$ cat src/rtl/lsu_mc.sv
// lsu_mc: multi-cycle load/store unit with valid/ready handshakes toward the pipeline and data bus.
// Define LSU_MISALIGN_CHK_EN to reject misaligned accesses locally instead of truncating them.
module lsu_mc #(
  parameter int unsigned  XLEN   = 32,
  localparam int unsigned STRB_W = XLEN / 8
) (
  input  logic              clk,
  input  logic              rst_n,
  input  logic              in_valid,
  output logic              in_ready,
  input  logic              in_is_store,
  input  logic [2:0]        in_funct3,
  input  logic [XLEN-1:0]   in_addr,
  input  logic [XLEN-1:0]   in_wdata,
  output logic              out_valid,
  input  logic              out_ready,
  output logic [XLEN-1:0]   out_rdata,
  output logic              out_err,
  output logic              mem_req_valid,
  input  logic              mem_req_ready,
  output logic [XLEN-1:0]   mem_req_addr,
  output logic              mem_req_wen,
  output logic [XLEN-1:0]   mem_req_wdata,
  output logic [STRB_W-1:0] mem_req_wstrb,
  input  logic              mem_rsp_valid,
  output logic              mem_rsp_ready,
  input  logic [XLEN-1:0]   mem_rsp_rdata,
  input  logic              mem_rsp_err
);
  localparam int unsigned OffW = $clog2(STRB_W);

  typedef enum logic [1:0] {StIdle, StReq, StResp, StDone} state_e;

  state_e            state_q, state_d;
  logic [2:0]        funct3_q, funct3_d;
  logic              is_store_q, is_store_d;
  logic [OffW-1:0]   off_q, off_d;
  logic              mem_req_valid_q, mem_req_valid_d;
  logic [XLEN-1:0]   mem_req_addr_q, mem_req_addr_d;
  logic              mem_req_wen_q, mem_req_wen_d;
  logic [XLEN-1:0]   mem_req_wdata_q, mem_req_wdata_d;
  logic [STRB_W-1:0] mem_req_wstrb_q, mem_req_wstrb_d;
  logic              mem_rsp_ready_q, mem_rsp_ready_d;
  logic              out_valid_q, out_valid_d;
  logic [XLEN-1:0]   out_rdata_q, out_rdata_d;
  logic              out_err_q, out_err_d;

  logic [OffW-1:0]   in_off;
  logic [7:0]        size_mask;
  logic              illegal;
  logic              misalign;
  logic [XLEN-1:0]   rsp_sh;
  logic [XLEN-1:0]   load_ext;

  assign in_off   = in_addr[OffW-1:0];
  assign in_ready = (state_q == StIdle) && !rst_n;

  always_comb begin
    unique case (in_funct3[1:0])
      2'd0:    size_mask = 8'h01;
      2'd1:    size_mask = 8'h03;
      2'd2:    size_mask = 8'h0f;
      default: size_mask = 8'hff;
    endcase
    illegal = (in_funct3 == 3'b111) || (in_is_store && in_funct3[2]);
    if (XLEN == 32) begin
      illegal = illegal || (in_funct3 == 3'b011) || (in_funct3 == 3'b110);
    end
`ifdef LSU_MISALIGN_CHK_EN
    // Low address bits that must be zero for a naturally aligned 1/2/4/8-byte access.
    misalign = |(in_addr[2:0] & {&in_funct3[1:0], in_funct3[1], |in_funct3[1:0]});
`else
    misalign = 1'b0;
`endif
  end

  // Bytes above the word boundary shift in as zero before extension.
  always_comb begin
    rsp_sh = mem_rsp_rdata >> {off_q, 3'b000};
    case (funct3_q)
      3'b000:  load_ext = XLEN'($signed(rsp_sh[7:0]));
      3'b001:  load_ext = XLEN'($signed(rsp_sh[15:0]));
      3'b010:  load_ext = XLEN'($signed(rsp_sh[31:0]));
      3'b011:  load_ext = rsp_sh;
      3'b100:  load_ext = XLEN'(rsp_sh[7:0]);
      3'b101:  load_ext = XLEN'(rsp_sh[15:0]);
      3'b110:  load_ext = XLEN'(rsp_sh[31:0]);
      default: load_ext = '0;
    endcase
  end

  always_comb begin
    state_d         = state_q;
    funct3_d        = funct3_q;
    is_store_d      = is_store_q;
    off_d           = off_q;
    mem_req_valid_d = mem_req_valid_q;
    mem_req_addr_d  = mem_req_addr_q;
    mem_req_wen_d   = mem_req_wen_q;
    mem_req_wdata_d = mem_req_wdata_q;
    mem_req_wstrb_d = mem_req_wstrb_q;
    mem_rsp_ready_d = mem_rsp_ready_q;
    out_valid_d     = out_valid_q;
    out_rdata_d     = out_rdata_q;
    out_err_d       = out_err_q;
    unique case (state_q)
      StIdle: begin
        if (in_valid) begin
          funct3_d   = in_funct3;
          is_store_d = in_is_store;
          off_d      = in_off;
          if (illegal || misalign) begin
            state_d     = StDone;
            out_valid_d = 1'b1;
            out_err_d   = 1'b1;
            out_rdata_d = '0;
          end else begin
            state_d         = StReq;
            mem_req_valid_d = 1'b1;
            mem_req_addr_d  = {in_addr[XLEN-1:OffW], {OffW{1'b0}}};
            mem_req_wen_d   = in_is_store;
            mem_req_wdata_d = in_is_store ? (in_wdata << {in_off, 3'b000}) : '0;
            mem_req_wstrb_d = in_is_store ? STRB_W'({8'h00, size_mask} << in_off) : '0;
          end
        end
      end
      StReq: begin
        if (mem_req_ready) begin
          state_d         = StResp;
          mem_req_valid_d = 1'b0;
          mem_rsp_ready_d = 1'b1;
        end
      end
      StResp: begin
        if (mem_rsp_valid) begin
          state_d         = StDone;
          mem_rsp_ready_d = 1'b0;
          out_valid_d     = 1'b1;
          out_err_d       = mem_rsp_err;
          out_rdata_d     = (mem_rsp_err || is_store_q) ? '0 : load_ext;
        end
      end
      StDone: begin
        if (out_ready) begin
          state_d     = StIdle;
          out_valid_d = 1'b0;
          out_err_d   = 1'b0;
          out_rdata_d = '0;
        end
      end
    endcase
  end

  // rst_n is a synchronous, active-high reset despite its name.
  always_ff @(posedge clk) begin
    if (rst_n) begin
      state_q         <= StIdle;
      funct3_q        <= '0;
      is_store_q      <= 1'b0;
      off_q           <= '0;
      mem_req_valid_q <= 1'b0;
      mem_req_addr_q  <= '0;
      mem_req_wen_q   <= 1'b0;
      mem_req_wdata_q <= '0;
      mem_req_wstrb_q <= '0;
      mem_rsp_ready_q <= 1'b0;
      out_valid_q     <= 1'b0;
      out_rdata_q     <= '0;
      out_err_q       <= 1'b0;
    end else begin
      state_q         <= state_d;
      funct3_q        <= funct3_d;
      is_store_q      <= is_store_d;
      off_q           <= off_d;
      mem_req_valid_q <= mem_req_valid_d;
      mem_req_addr_q  <= mem_req_addr_d;
      mem_req_wen_q   <= mem_req_wen_d;
      mem_req_wdata_q <= mem_req_wdata_d;
      mem_req_wstrb_q <= mem_req_wstrb_d;
      mem_rsp_ready_q <= mem_rsp_ready_d;
      out_valid_q     <= out_valid_d;
      out_rdata_q     <= out_rdata_d;
      out_err_q       <= out_err_d;
    end
  end

  assign mem_req_valid = mem_req_valid_q;
  assign mem_req_addr  = mem_req_addr_q;
  assign mem_req_wen   = mem_req_wen_q;
  assign mem_req_wdata = mem_req_wdata_q;
  assign mem_req_wstrb = mem_req_wstrb_q;
  assign mem_rsp_ready = mem_rsp_ready_q;
  assign out_valid     = out_valid_q;
  assign out_rdata     = out_rdata_q;
  assign out_err       = out_err_q;

endmodule

$ cat config.mk
export PLATFORM = sky130hd
export DESIGN_NAME = lsu_mc
export DESIGN_NICKNAME = d
export VERILOG_FILES = /design/src/rtl/lsu_mc.sv
export SDC_FILE = /design/constraint.sdc
export NUM_CORES = 1
export LEC_CHECK = 0
export CAP_MARGIN = 10
export CORE_UTILIZATION = 25
export CTS_BUF_LIST = sky130_fd_sc_hd__clkbuf_16
export CTS_CLUSTER_DIAMETER = 200
export DETAILED_ROUTE_END_ITERATION = 8
export SYNTH_ARGS = -nofsm -noshare
export SYNTH_HDL_FRONTEND = slang
export SYNTH_SLANG_ARGS = --single-unit
$ cat constraint.sdc
create_clock -name clk -period 2.4 [get_ports clk]
set_input_delay 0.24 -clock clk [delete_from_list [all_inputs] [get_ports clk]]
set_output_delay 0.24 -clock clk [all_outputs]
set_load 0.01 [all_outputs]
==> results of run 1 <==
-- per-layer routing --
| metal | vias up | part of all wire | track usage |
|---|---|---|---|
| li1 | 2390 | - | - |
| met1 | 2242 | 0.46 | 0.199 |
| met2 | 162 | 0.46 | 0.250 |
| met3 | 14 | 0.078 | 0.0567 |
| met4 | 0 | 0.010 | 0.0389 |
| met5 | - | 0 | 0 |
-- metrics by stage --
step / power, mW / util / instance area [sq um] / setup WS, ps
after global routing: 5.90 / 0.386 / 7820 / 64.6
after floorplan: 3.28 / - / 5160 / 554
after detailed placement: 4.05 / 0.371 / 7500 / 175
after global placement: 4.04 / 0.371 / 7500 / 210
after CTS: 5.65 / 0.386 / 7820 / 196
final: 5.56 / 0.386 / 7820 / 218
-- kinds of logic (layout without fill, tap and decap cells) --
family,after synthesis,after routing,share of synthesized area
adder cells (fa/ha/maj),4,4,0.00971
buffers and inverters,61,257,0.0583
XOR/XNOR,1,1,0.00170
flip-flops,111,111,0.431
AO/OA/AOI/OAI,165,165,0.233
AND/OR/NAND/NOR,160,160,0.151
other,1,2,0.000728
multiplexers,49,49,0.114
-- power by group --
group | switching (mW) | internal, mW
clock | 0.809 | 0.758
combinational | 0.967 | 0.896
sequential | 0.123 | 2.01
total | 1.90 | 3.66
-- cells in the mapped netlist, drive strengths merged (3+ instances only) --
cell | number | area share
nor2 | 39 | 0.028
a222oi | 8 | 0.016
mux2 | 17 | 0.037
mux4 | 6 | 0.026
o22ai | 3 | 0.0036
nand2 | 89 | 0.065
o211ai | 18 | 0.028
a32o | 7 | 0.014
nor2b | 6 | 0.0087
mux2i | 26 | 0.051
a22o | 17 | 0.029
nor4 | 4 | 0.014
ha | 4 | 0.0097
o2bb2ai | 15 | 0.025
nand3 | 8 | 0.010
nor3 | 4 | 0.0061
a22oi | 22 | 0.032
inv | 15 | 0.011
buf | 27 | 0.033
a21oi | 58 | 0.056
clkbuf | 19 | 0.015
o21ai | 5 | 0.0056
dfxtp | 111 | 0.43
-- cell type report --
type,count,area (sq um)
clock buffer,9,225
sequential,111,2220
fill,2018,12400
timing repair buffer,226,2240
tap,270,338
multi-input combinational,381,2650
inverter,15,56.3
clock inverter,7,91.3
-- worst max-delay path, cell delays in order, from the launching register on --
cell and delay [ps]:
sky130_fd_sc_hd__dfxtp_1 400, sky130_fd_sc_hd__inv_1 80, sky130_fd_sc_hd__ha_1 270, sky130_fd_sc_hd__nor2b_4 170
sky130_fd_sc_hd__nor4_4 460, sky130_fd_sc_hd__and4_1 260, sky130_fd_sc_hd__buf_4 270, sky130_fd_sc_hd__a32o_1 210
-- worst max-delay path by stage --
stage	slack, ps	cells after the start	end
final	220	7	out_rdata[1]
after global routing	60	7	out_rdata[1]
after CTS	200	7	out_rdata[1]
after detailed placement	180	5	mem_req_wdata[27]
after global placement	210	5	mem_req_wdata[24]
after floorplan	550	8	out_rdata[22]
-- registers in the layout, indices dropped and copies added (netlist names) --
signal,flops
funct3_q,3
is_store_q,1
mem_req_addr,30
mem_req_valid,1
mem_req_wdata,32
mem_req_wen,1
mem_req_wstrb,4
mem_rsp_ready,1
off_q,2
out_err,1
out_rdata,32
out_valid,1
state_q,2
-- cells in the final DEF (no fill, tap or decap), drive strengths merged, types with 9 or more instances in the layout --
| master | instances |
|---|---|
| clkbuf | 9 |
| a21oi | 58 |
| o2bb2ai | 15 |
| clkdlybuf4s50 | 208 |
| buf | 18 |
| o211ai | 18 |
| a22oi | 22 |
| dfxtp | 111 |
| mux2i | 26 |
| inv | 19 |
| a22o | 17 |
| mux2 | 17 |
| nor2 | 39 |
| nand2 | 89 |
==> report_table.html, run 1 <==
<table>
<tr><th>Metric</th><th>Value</th></tr>
<tr><th colspan="2">Place</th></tr>
<tr><td>Half-perimeter wire length after placement</td><td>about 12,000 microns</td></tr>
<tr><td>Port bufs</td><td>210</td></tr>
<tr><td>Placed cells</td><td>between 1k and 1.5k</td></tr>
<tr><td>Final GP Congestion</td><td>0.776</td></tr>
<tr><th colspan="2">Yosys</th></tr>
<tr><td>Synth Instances</td><td>~550</td></tr>
<tr><td>Post-Syn Area</td><td>5150 sq um</td></tr>
<tr><td>Number of synthesized register bits</td><td>between 100 and 150</td></tr>
<tr><td>Average instance area after synthesis</td><td>between 9 and 10 sq um</td></tr>
<tr><td>Count of yosys warnings during synthesis</td><td>0</td></tr>
<tr><td>Most used flip-flop cell after synthesis</td><td>sky130_fd_sc_hd__dfxtp_1</td></tr>
<tr><td>Synth cell types</td><td>between 50 and 60</td></tr>
<tr><td>Share of synthesized registers carrying an async set or reset</td><td>0</td></tr>
<tr><td>Count of flip-flops with a built-in enable after synthesis</td><td>0</td></tr>
<tr><td>Sequential share of the synthesized area</td><td>0.431</td></tr>
<tr><th colspan="2">STA</th></tr>
<tr><td>Worst hold slack across all endpoints</td><td>between 200 and 250 ps</td></tr>
<tr><td>Pin slew with the least headroom to its limit</td><td>roughly 760 ps</td></tr>
<tr><td>Highest achievable clock rate</td><td>0.458 GHz</td></tr>
<tr><td>RSZ-0062 raised after global routing</td><td>false</td></tr>
<tr><td>Crit share post-route</td><td>0.909</td></tr>
<tr><td>Setup total negative slack</td><td>0 ps</td></tr>
<tr><td>Final setup fails</td><td>0</td></tr>
<tr><td>Final Hold Violating Endpoints</td><td>0</td></tr>
<tr><td>Worst rel slew slack</td><td>0.489</td></tr>
<tr><td>Slew Viols, Final</td><td>0</td></tr>
<tr><td>Worst Skew</td><td>approximately 14 ps</td></tr>
<tr><td>Crit path time final</td><td>between 2000 and 2500 ps</td></tr>
<tr><th colspan="2">Critical path</th></tr>
<tr><td>Origin of the worst setup path</td><td>state_q[0]</td></tr>
<tr><td>Data required time at the worst endpoint</td><td>about 2700 ps</td></tr>
<tr><td>Critical path launch point type</td><td>register</td></tr>
<tr><td>Endpoint type of the worst setup path</td><td>register</td></tr>
<tr><td>Reg-to-reg slack, setup</td><td>220 ps</td></tr>
<tr><td>Largest fanout on the critical path</td><td>24</td></tr>
<tr><td>Logic depth of the worst register-to-register path</td><td>7</td></tr>
<tr><td>Endpoint arrival time on the critical path</td><td>about 2500 ps</td></tr>
<tr><td>Worst R2R End</td><td>out_rdata[1]</td></tr>
<tr><td>Classification of the worst setup path</td><td>reg -&gt; reg</td></tr>
<tr><td>Worst r2r src</td><td>state_q[0]</td></tr>
<tr><th colspan="2">Run status</th></tr>
<tr><td>Result of the run</td><td>finished, final reports clean</td></tr>
<tr><th colspan="2">Min path</th></tr>
<tr><td>Hold Crit Endpoint</td><td>mem_rsp_ready</td></tr>
<tr><td>Kind of path behind the tightest hold check</td><td>in -&gt; reg</td></tr>
<tr><td>Beginning of the worst hold path</td><td>rst_n</td></tr>
<tr><td>Number of cells on the worst hold path</td><td>2</td></tr>
<tr><th colspan="2">Routing</th></tr>
<tr><td>Final ANT Viol Nets</td><td>0</td></tr>
<tr><td>Drt pass-1 iters</td><td>5</td></tr>
<tr><td>Remaining design rule violation count</td><td>0</td></tr>
<tr><td>Sum of routed wire length over all layers</td><td>approximately 17,000 microns</td></tr>
<tr><td>Post-DR wirelength/cell</td><td>about 16 microns</td></tr>
<tr><td>Violation count after the first detailed-route iteration</td><td>206</td></tr>
<tr><td>Routed vias</td><td>~4.8k</td></tr>
<tr><td>Vias per cell</td><td>4.72</td></tr>
<tr><th colspan="2">Cells and area</th></tr>
<tr><td>Layout Cells excl Fill</td><td>1,019</td></tr>
<tr><td>Fraction of final layout cells sized beyond drive strength 1</td><td>0.100</td></tr>
<tr><td>Synth-to-Final Area Change</td><td>51.7%</td></tr>
<tr><td>Number of nets at the end of the flow</td><td>approximately 860</td></tr>
<tr><td>Antenna diode count</td><td>0</td></tr>
<tr><th colspan="2">Clock tree</th></tr>
<tr><td>Number of setup buffers added after CTS</td><td>0</td></tr>
<tr><td>Clk slew on worst S/H paths</td><td>roughly 90 ps</td></tr>
<tr><td>TritonCTS sink count</td><td>~110</td></tr>
<tr><td>Number of cells upsized or downsized after cts</td><td>0</td></tr>
<tr><td>Latest clock arrival within the worst-skew pair</td><td>360 ps</td></tr>
<tr><td>Clock tree from TritonCTS</td><td>built</td></tr>
<tr><td>Root buffer cell</td><td>sky130_fd_sc_hd__clkbuf_16</td></tr>
<tr><td>Number of clock buffers inserted by TritonCTS</td><td>9</td></tr>
<tr><td>Number of buffers on the longest clock path</td><td>2</td></tr>
<tr><td>Post-CTS Hold Fix Bufs</td><td>0</td></tr>
<tr><td>Deepest level of the CTS H-tree</td><td>3</td></tr>
<tr><th colspan="2">Floorplanning</th></tr>
<tr><td>Core area</td><td>slightly above 20,000 sq um</td></tr>
<tr><td>Die area</td><td>about 21,000 sq um</td></tr>
<tr><td>DIE HEIGHT</td><td>146 microns</td></tr>
<tr><td>Horiz. Die Dim</td><td>roughly 150 microns</td></tr>
<tr><td>Starting density of the core</td><td>0.255</td></tr>
<tr><td>Row count</td><td>52</td></tr>
<tr><td># IOs</td><td>213</td></tr>
<tr><th colspan="2">Power</th></tr>
<tr><td>Reported leakage power</td><td>between 2 and 3 nW</td></tr>
<tr><td>Power per unit of standard cell area</td><td>around 710 nW/um^2</td></tr>
<tr><td>Peak supply drop</td><td>between 0.0003 and 0.0004 V</td></tr>
<tr><th colspan="2">Flow run</th></tr>
<tr><td>Maximum Capacitance Violations</td><td>0</td></tr>
<tr><th colspan="2">Global routing</th></tr>
<tr><td>Total GRT Usage</td><td>0.156</td></tr>
<tr><td>Initial antenna violation count</td><td>0</td></tr>
<tr><td>Wire length of the first global-routing pass</td><td>26,300 microns</td></tr>
<tr><td>Grt total ovfl</td><td>0</td></tr>
<tr><td>Pin count of the biggest net entering global routing</td><td>67</td></tr>
<tr><td>Number of global-route vias before repair</td><td>between 4k and 5k</td></tr>
</table>
Power figures use the tool's default switching activity.
==> run 2: changes to the inputs <==
- CTS_BUF_LIST: sky130_fd_sc_hd__clkbuf_16 -> not set
- GPL_TIMING_DRIVEN: not set -> 0
==> run 2 against run 1 <==
Compared with the run above: worst hold slack worse by 44 ps; clock-buffer cell count is the same; global-route usage increased by 0.96 points; clock skew down 5.6 ps; first-iteration DRC count increased by 11%; critical path type is now reg -> out; largest cell class unchanged.
==> report_table.html, run 2 (synthesis gave the netlist of run 1 again) <==
<table>
<tr><th>Metric</th><th>Value</th></tr>
<tr><th colspan="2">STA</th></tr>
<tr><td>RSZ-0062 raised after global routing</td><td>false</td></tr>
<tr><td>Worst rel slew slack</td><td>0.534</td></tr>
<tr><td>Crit share post-route</td><td>0.931</td></tr>
<tr><td>Worst Skew</td><td>between 8 and 9 ps</td></tr>
<tr><td>Crit path time final</td><td>2230 ps</td></tr>
<tr><td>Highest achievable clock rate</td><td>0.448 GHz</td></tr>
<tr><td>Final Hold Violating Endpoints</td><td>0</td></tr>
<tr><td>Pin slew with the least headroom to its limit</td><td>~700 ps</td></tr>
<tr><td>Worst path setup slack after routing</td><td>between 150 and 200 ps</td></tr>
<tr><td>Slew Viols, Final</td><td>0</td></tr>
<tr><td>Final setup fails</td><td>0</td></tr>
<tr><td>Worst hold slack across all endpoints</td><td>a little over 200 ps</td></tr>
<tr><th colspan="2">Clock tree</th></tr>
<tr><td>Root buffer cell</td><td>sky130_fd_sc_hd__clkbuf_16</td></tr>
<tr><td>Number of setup buffers added after CTS</td><td>0</td></tr>
<tr><td>Clk slew on worst S/H paths</td><td>approximately 80 ps</td></tr>
<tr><td>Number of buffers on the longest clock path</td><td>2</td></tr>
<tr><td>TritonCTS sink count</td><td>about 110</td></tr>
<tr><td>Number of clock buffers inserted by TritonCTS</td><td>9</td></tr>
<tr><td>Post-CTS Hold Fix Bufs</td><td>0</td></tr>
<tr><td>Clock tree from TritonCTS</td><td>built</td></tr>
<tr><td>Number of cells upsized or downsized after cts</td><td>0</td></tr>
<tr><td>Deepest level of the CTS H-tree</td><td>3</td></tr>
<tr><td>Latest clock arrival within the worst-skew pair</td><td>~360 ps</td></tr>
<tr><th colspan="2">Place</th></tr>
<tr><td>Half-perimeter wire length after placement</td><td>13,400 microns</td></tr>
<tr><td>Final GP Congestion</td><td>about 0.77</td></tr>
<tr><td>Placed cells</td><td>1,030</td></tr>
<tr><td>Port bufs</td><td>207</td></tr>
<tr><td>Post-Place Cell Area</td><td>~7600 sq um</td></tr>
<tr><td>Post-place setup slack</td><td>-47.0 ps</td></tr>
<tr><th colspan="2">Routing</th></tr>
<tr><td>Post-DR wirelength/cell</td><td>16.7 microns</td></tr>
<tr><td>Sum of routed wire length over all layers</td><td>around 17,000 microns</td></tr>
<tr><td>Final ANT Viol Nets</td><td>0</td></tr>
<tr><td>Violation count after the first detailed-route iteration</td><td>roughly 230</td></tr>
<tr><td>Routed vias</td><td>4,924</td></tr>
<tr><td>Remaining design rule violation count</td><td>0</td></tr>
<tr><td>Drt pass-1 iters</td><td>5</td></tr>
<tr><td>Vias per cell</td><td>roughly 4.7</td></tr>
<tr><th colspan="2">Critical path</th></tr>
<tr><td>Endpoint type of the worst setup path</td><td>primary output</td></tr>
<tr><td>Endpoint arrival time on the critical path</td><td>between 1500 and 2000 ps</td></tr>
<tr><td>Largest fanout on the critical path</td><td>10</td></tr>
<tr><td>Classification of the worst setup path</td><td>reg -&gt; out</td></tr>
<tr><td>Worst r2r src</td><td>state_q[0]</td></tr>
<tr><td>Reg-to-reg slack, setup</td><td>210 ps</td></tr>
<tr><td>Critical path launch point type</td><td>register</td></tr>
<tr><td>Data required time at the worst endpoint</td><td>about 2200 ps</td></tr>
<tr><td>Worst R2R End</td><td>mem_req_wdata[24]</td></tr>
<tr><td>Logic depth of the worst register-to-register path</td><td>8</td></tr>
<tr><th colspan="2">Cells and area</th></tr>
<tr><td>Antenna diode count</td><td>0</td></tr>
<tr><td>Layout Cells excl Fill</td><td>about 1.0k</td></tr>
<tr><td>Cell area after layout</td><td>a little under 8000 sq um</td></tr>
<tr><td>Number of nets at the end of the flow</td><td>just under 900</td></tr>
<tr><td>Highest-count cells in the layout ignoring fill and taps</td><td>207 x sky130_fd_sc_hd__clkdlybuf4s50_1, 111 x sky130_fd_sc_hd__dfxtp_1, 89 x sky130_fd_sc_hd__nand2_1, 58 x sky130_fd_sc_hd__a21oi_1, 39 x sky130_fd_sc_hd__nor2_1</td></tr>
<tr><td>Most common cell after layout, fill and taps aside</td><td>sky130_fd_sc_hd__clkdlybuf4s50_1</td></tr>
<tr><td>End-of-flow core utilization</td><td>0.389</td></tr>
<tr><td>Synth-to-Final Area Change</td><td>52.9%</td></tr>
<tr><td>Fraction of final layout cells sized beyond drive strength 1</td><td>0.106</td></tr>
<tr><th colspan="2">Floorplanning</th></tr>
<tr><td># IOs</td><td>~210</td></tr>
<tr><td>Row count</td><td>52</td></tr>
<tr><td>Core area</td><td>20,200 sq um</td></tr>
<tr><td>Die area</td><td>21,200 sq um</td></tr>
<tr><td>DIE HEIGHT</td><td>146 microns</td></tr>
<tr><td>Horiz. Die Dim</td><td>around 150 microns</td></tr>
<tr><td>Starting density of the core</td><td>0.255</td></tr>
<tr><th colspan="2">Flow run</th></tr>
<tr><td>Maximum Capacitance Violations</td><td>0</td></tr>
<tr><th colspan="2">Global routing</th></tr>
<tr><td>Grt total ovfl</td><td>0</td></tr>
<tr><td>Number of global-route vias before repair</td><td>4,742</td></tr>
<tr><td>Initial antenna violation count</td><td>0</td></tr>
<tr><td>Total GRT Usage</td><td>0.166</td></tr>
<tr><td>Wire length of the first global-routing pass</td><td>between 20,000 and 30,000 microns</td></tr>
<tr><td>Pin count of the biggest net entering global routing</td><td>23</td></tr>
<tr><th colspan="2">Min path</th></tr>
<tr><td>Number of cells on the worst hold path</td><td>3</td></tr>
<tr><td>Hold Crit Endpoint</td><td>funct3_q[2]</td></tr>
<tr><td>Beginning of the worst hold path</td><td>in_valid</td></tr>
<tr><td>Kind of path behind the tightest hold check</td><td>in -&gt; reg</td></tr>
<tr><th colspan="2">Power</th></tr>
<tr><td>Power per unit of standard cell area</td><td>slightly above 700 nW/um^2</td></tr>
<tr><td>Reported leakage power</td><td>2.77 nW</td></tr>
<tr><td>Peak supply drop</td><td>between 0.0003 and 0.0004 V</td></tr>
<tr><th colspan="2">Run status</th></tr>
<tr><td>Result of the run</td><td>finished, final reports clean</td></tr>
</table>
[run 2: per-layer routing]
metal	up-vias	global-route usage	wire length (microns)
li1	2438	-	-
met1	2287	0.218	7920
met2	192	0.266	8010
met3	7	0.0627	1480
met4	0	0.0189	71
met5	-	0	0
[run 2: per-stage QoR]
stage               setup TNS, ps  total power [mW]
detailed placement           -390              4.07
global route                    0              5.93
CTS                             0              5.65
floorplan                       0              3.28
global placement                0              4.06
finish                          0              5.58
[run 2: power by group]
group          switching, mW  internal [mW]
clock network          0.810          0.755
registers              0.102           2.01
logic                   1.01          0.897
total                   1.92           3.66
[run 2: worst max path at each step]
stage / start / end / slack [ps] / depth (start not counted)
CTS: state_q[1] / in_ready / 140 / 5
detailed placement: in_funct3[1] / mem_req_valid / -50 / 6
finish: state_q[0] / in_ready / 170 / 5
global placement: in_funct3[1] / mem_req_valid / 2 / 6
global route: state_q[0] / mem_req_wdata[24] / 10 / 8
floorplan: state_q[0] / out_rdata[22] / 550 / 8
[run 2: final cells by class]
class,instances,area [sq um]
Fill cell,1995,12400
Multi-Input combinational cell,381,2630
Sequential cell,111,2220
Timing Repair Buffer,207,2070
Tap cell,270,338
Buffer,46,244
Clock buffer,9,225
Clock inverter,7,86.3
Inverter,15,56.3
[run 2: critical path: stages (launching register included)]
cell and delay [ps]:
sky130_fd_sc_hd__dfxtp_1 350, sky130_fd_sc_hd__inv_1 90, sky130_fd_sc_hd__ha_1 210, sky130_fd_sc_hd__buf_2 250
sky130_fd_sc_hd__nor2b_1 170, sky130_fd_sc_hd__clkdlybuf4s50_1 570
==> run 3: changes to the inputs <==
- CTS_CLUSTER_DIAMETER: 200 -> not set
==> results of run 3 <==
Same layout as run 2: the final DEF is identical, and so are final timing and power.
